File: src/rtl/bitwise_gate_pipe.sv
// Two-stage valid/ready pipeline that combines NUM_IN operands with a selectable bitwise gate.
// Optional transfer counter on port xfer_cnt is enabled by defining BITWISE_GATE_CNT_EN.
module bitwise_gate_pipe #(
   parameter int unsigned WIDTH  = 8,
   parameter int unsigned NUM_IN = 4
) (
   input  logic                    clk,
   input  logic                    rst_n,
   input  logic                    in_valid,
   output logic                    in_ready,
   input  logic [NUM_IN*WIDTH-1:0] in_data,
   input  logic [2:0]              in_op,
   output logic                    out_valid,
   input  logic                    out_ready,
   output logic [WIDTH-1:0]        out_data,
   output logic                    out_zero
`ifdef BITWISE_GATE_CNT_EN
   ,
   output logic [15:0]             xfer_cnt
`endif
);

   localparam int unsigned DW = NUM_IN * WIDTH;

   localparam logic [2:0] OP_AND  = 3'b000;
   localparam logic [2:0] OP_OR   = 3'b001;
   localparam logic [2:0] OP_XOR  = 3'b010;
   localparam logic [2:0] OP_NAND = 3'b011;
   localparam logic [2:0] OP_NOR  = 3'b100;
   localparam logic [2:0] OP_XNOR = 3'b101;
   localparam logic [2:0] OP_PASS = 3'b110;

   logic             live;
   logic             s1_valid;
   logic [DW-1:0]    s1_data;
   logic [2:0]       s1_op;
   logic             s2_load;
   logic             s1_load;
   logic [WIDTH-1:0] result;
   logic [WIDTH-1:0] and_r;
   logic [WIDTH-1:0] or_r;
   logic [WIDTH-1:0] xor_r;
   logic [WIDTH-1:0] opnd0;

   // Stage 2 takes a new value when empty or draining; stage 1 moves with it.
   assign s2_load  = !out_valid || out_ready;
   assign in_ready = live && (!s1_valid || s2_load);
   assign s1_load  = in_valid && in_ready;

   // live holds in_ready low until the first edge after reset release
   always_ff @(posedge clk or negedge rst_n) begin
      if (!rst_n) live <= 1'b0;
      else        live <= 1'b1;
   end

   always_ff @(posedge clk or negedge rst_n) begin
      if (!rst_n) begin
         s1_valid <= 1'b0;
         s1_data  <= '0;
         s1_op    <= 3'b000;
      end else if (!s1_valid || s2_load) begin
         s1_valid <= s1_load;
         if (s1_load) begin
            s1_data <= in_data;
            s1_op   <= in_op;
         end
      end
   end

   // Bitwise reductions across every operand held in stage 1
   always_comb begin
      and_r = '1;
      or_r  = '0;
      xor_r = '0;
      opnd0 = s1_data[WIDTH-1:0];
      for (int unsigned k = 0; k < NUM_IN; k++) begin
         and_r = and_r & s1_data[k*WIDTH +: WIDTH];
         or_r  = or_r  | s1_data[k*WIDTH +: WIDTH];
         xor_r = xor_r ^ s1_data[k*WIDTH +: WIDTH];
      end
      case (s1_op)
         OP_AND:  result = and_r;
         OP_OR:   result = or_r;
         OP_XOR:  result = xor_r;
         OP_NAND: result = ~and_r;
         OP_NOR:  result = ~or_r;
         OP_XNOR: result = ~xor_r;
         OP_PASS: result = opnd0;
         default: result = ~opnd0;
      endcase
   end

   always_ff @(posedge clk or negedge rst_n) begin
      if (!rst_n) begin
         out_valid <= 1'b0;
         out_data  <= '0;
         out_zero  <= 1'b1;
      end else if (s2_load) begin
         out_valid <= s1_valid;
         if (s1_valid) begin
            out_data <= result;
            out_zero <= (result == '0);
         end
      end
   end

`ifdef BITWISE_GATE_CNT_EN
   // Saturating count of completed output transfers
   always_ff @(posedge clk or negedge rst_n) begin
      if (!rst_n) begin
         xfer_cnt <= 16'h0000;
      end else if (out_valid && out_ready && (xfer_cnt != 16'hFFFF)) begin
         xfer_cnt <= xfer_cnt + 16'd1;
      end
   end
`endif

endmodule

File: config.mk
export PLATFORM = sky130hd
export DESIGN_NAME = bitwise_gate_pipe
export DESIGN_NICKNAME = d
export VERILOG_FILES = /design/src/rtl/bitwise_gate_pipe.sv
export SDC_FILE = /design/constraint.sdc
export NUM_CORES = 1
export LEC_CHECK = 0
export ABC_CLOCK_PERIOD_IN_PS = 2100
export CAP_MARGIN = 20
export CORE_MARGIN = 5
export CORE_UTILIZATION = 48
export CTS_CLUSTER_DIAMETER = 60
export DETAILED_ROUTE_END_ITERATION = 7
export PLACE_DENSITY = 0.86
export RECOVER_POWER = 100
export SLEW_MARGIN = 40
export SYNTH_ARGS = -nofsm -noshare
export SYNTH_HDL_FRONTEND = slang
export SYNTH_SLANG_ARGS = --single-unit
File: constraint.sdc
create_clock -name clk -period 2.1 [get_ports clk]
set_clock_uncertainty 0.15 [all_clocks]
set_input_delay 0.42 -clock clk [delete_from_list [all_inputs] [get_ports clk]]
set_output_delay 0.42 -clock clk [all_outputs]
set_load 0.03 [all_outputs]
==> results.md <==
- GP Congestion: about 0.95
- Number of port buffers: 49
- Dpl ws: -0.137 ns
- Setup crit start kind: primary input
- Status: finished, violations left
- Antenna Nets Post-Route: 0
- First-pass GRT wire length: a little over 10 mm
- Final min period: roughly 2.2 ns
- Grt ovf: 0
- Clk pin slew, worst setup/hold paths: roughly 0.080 ns
- Synth Register Bits: 47
- Maxcap violations: 0
- Hold Vio Cnt, Final: 0
- Post-synth EDFFs: 0
- Nets: between 300 and 400
- P per Cell Area: 873 nW/um^2
- Multi-input logic area: about 1700 sq um
- Worst hold slack: ~0.35 ns
- Crit path DAT: between 1.5 and 2 ns
- Final HPWL DP: between 4 and 5 mm
- Ys flop type: dfrtp_1
- Crit path depth: 5
- Avg Synthesized Cell Area: 11.0 sq um
- Register area share after synthesis: 0.405
- H-tree depth: 2
- Layout fillers: roughly 450
- Synthesis Warnings: 0
- Final Cell Area: between 3000 and 4000 sq um
- Ports: 50
- Worst path bufs/invs: 3
- FF/Latch Area: between 1000 and 1500 sq um
- Critical Path RT: 1.53 ns
- Routed wire per std cell: around 14 um
- Reg2reg path depth: 8
- Distinct cell type count after synthesis: between 50 and 60
- # clock sinks: 47
- Final wirelength: 6.02 mm
- Async S/R FF share, synth: 1.00
- Placed Cells incl. Taps: ~400
- Hold path depth: 2
- Post-synth net total: about 320
- Hold Path Class: register to register
- Synthesized cell area: 2910 sq um
- Die height: slightly below 90 um
- Vias per inst: around 5.4
- Core area: 5920 sq um
- CTS tree: yes
- Crit-path max cell delay: about 0.54 ns
- Clock Tree Root: clkbuf_8
- Commonest non-fill, non-tap cells in the layout: dfrtp_1 (46), mux2_2 (39), clkdlybuf4s50_1 (37)
- Most area-consuming cells after synthesis: dfrtp_1 (40%), mux2_2 (16%), ha_1 (6.9%), xnor2_1 (3.9%), inv_1 (2.2%)
- Initial antenna violation count: 0
- Antenna diodes: 0
- CP top delay family: buffers and inverters
- Vias in the first global route: between 2000 and 2500
- Die Span X: roughly 88 um
- Yosys top cell by area: dfrtp_1
- Worst IR drop on VDD: around 0.52 mV
- P_leak: 1.69 nW
- Residual DRC: 0
- Highest clock rate: around 460 MHz
- Die area: roughly 7700 sq um
- Final Cycle Share: 1.04
- CP Capture Type: output port
- Relative slew margins: 0.600
- GRT Total Usage: 0.166
- Final Max Slew Viols: 0
- Setup Viol. Count Final: 3
- Top-area cell type share of the netlist area: 0.396
- Unrepaired setup endpoints after global routing: true
- CTS Buf Count: 5
- Crit-path max FO: 2
- Syn-to-layout area delta: 31.7%
- Commonest non-fill, non-tap cell in the layout: dfrtp_1
- Count of mapped cells out of synthesis: 263
- Failing checks: negative setup slack
- # rows: 28
- Cell Chain, Critical Path: dlygate4sd3_1, nand3b_1, and2_0, buf_4, buf_4
- Initial Utilization: 0.491
- Initial DRC count: 221
- Post-Route Utilization: 0.646
- WS Path Type: primary input to output port
- Slowest cell on crit path: dlygate4sd3_1
- Fin worst setup slack: -0.0857 ns
- Initial DRT Pass Iterations: 4
- Critical Path Most Common Cell: buf_4
- Max clock buf depth: 2
- Largest net degree at the start of global routing: 37
- Later-pin clock latency in the skew report: roughly 0.3 ns
- Non-Filler Instances: roughly 420
- Placed cell areas: between 3000 and 4000 sq um
- Fraction of layout cells with a size suffix above 1: 0.306
- Tightest Pin Transition: 0.600 ns
- Via count: 2257
==> registers in the layout, summed over array words and instances, names as in the netlist <==
name / flops
out_valid: 1
out_zero: 1
live: 1
out_data: 8
s1_data: 32
s1_valid: 1
s1_op: 3
==> layer usage <==
layer / up-vias / global-route usage / wire [um]
met4: 0 / 0.0488 / 80
met5: - / 0 / 0
li1: 1091 / - / -
met2: 54 / 0.291 / 2990
met3: 10 / 0.0423 / 367
met1: 1102 / 0.201 / 2580
==> metrics by stage <==
| step | power (mW) | setup TNS (ns) |
|---|---|---|
| finish | 3.34 | -0.164 |
| global route | 3.55 | -0.397 |
| CTS | 3.37 | -0.0376 |
| detailed placement | 2.76 | -2.17 |
| global placement | 2.69 | -1.24 |
| floorplan | 2.24 | 0 |
==> what timing repair did <==
item	CTS	global route
setup endpoints to repair	2	4
hold endpoints to repair	22	0
resized for setup	12	4
pin swaps	5	1
buffers inserted	5	1
hold buffers	1	0
==> cell usage after synthesis, drive strengths merged (2+ instances only) <==
library cell / n
dfrtp: 46
inv: 19
nand2: 17
nand2b: 4
o211a: 2
o21a: 2
nor2: 12
o31ai: 3
a31o: 2
a221oi: 2
a21oi: 5
nor3: 4
a32o: 3
ha: 16
xnor2: 14
mux2i: 5
buf: 10
nor3b: 8
a211oi: 2
o21ai: 8
nand3: 10
nand4: 4
mux2: 42
a211o: 4
==> worst min-delay path: stages (launching register included) <==
cell	delay, ns
dfstp_2	0.37
nand2_1	0.07
o41ai_2	0.06
==> kinds of logic (layout without fill, tap and decap cells) <==
kind of cell | after synthesis | count (layout) | share of synthesized area
fa+ha+maj | 16 | 16 | 0.0689
flops | 47 | 47 | 0.405
other cells | 1 | 1 | 0.00129
compound gates | 42 | 42 | 0.115
mux | 47 | 47 | 0.180
simple gates | 65 | 65 | 0.124
xor+xnor | 15 | 15 | 0.0525
buf+inv | 30 | 110 | 0.0525
==> final cells by class <==
cell class | count | share of cell area
Inverter | 19 | 0.0186
Multi-Input combinational cell | 186 | 0.433
Timing Repair Buffer | 83 | 0.195
Sequential cell | 47 | 0.308
Tap cell | 75 | 0.0245
Clock buffer | 8 | 0.0209
==> path summary, 6_finish.rpt <==
path                       startpoint           to  slack [ns]
hold reg to reg              out_zero     out_zero        0.35
setup / recovery            out_ready     in_ready       -0.09
hold / removal               out_zero     out_zero        0.35
setup reg to reg           s1_data[6]  out_data[6]       -0.06
max in group asynchronous       rst_n  out_data[7]        0.33
min in group asynchronous       rst_n     s1_op[1]        0.49
==> power breakdown <==
part	total [mW]	switching, mW	leakage (nW)	internal, mW
Combinational	1.55	0.749	1.10	0.804
Clock	0.523	0.286	0.0395	0.237
Sequential	1.26	0.169	0.553	1.09
Total	3.34	1.20	1.69	2.13
Power figures use the tool's default switching activity.
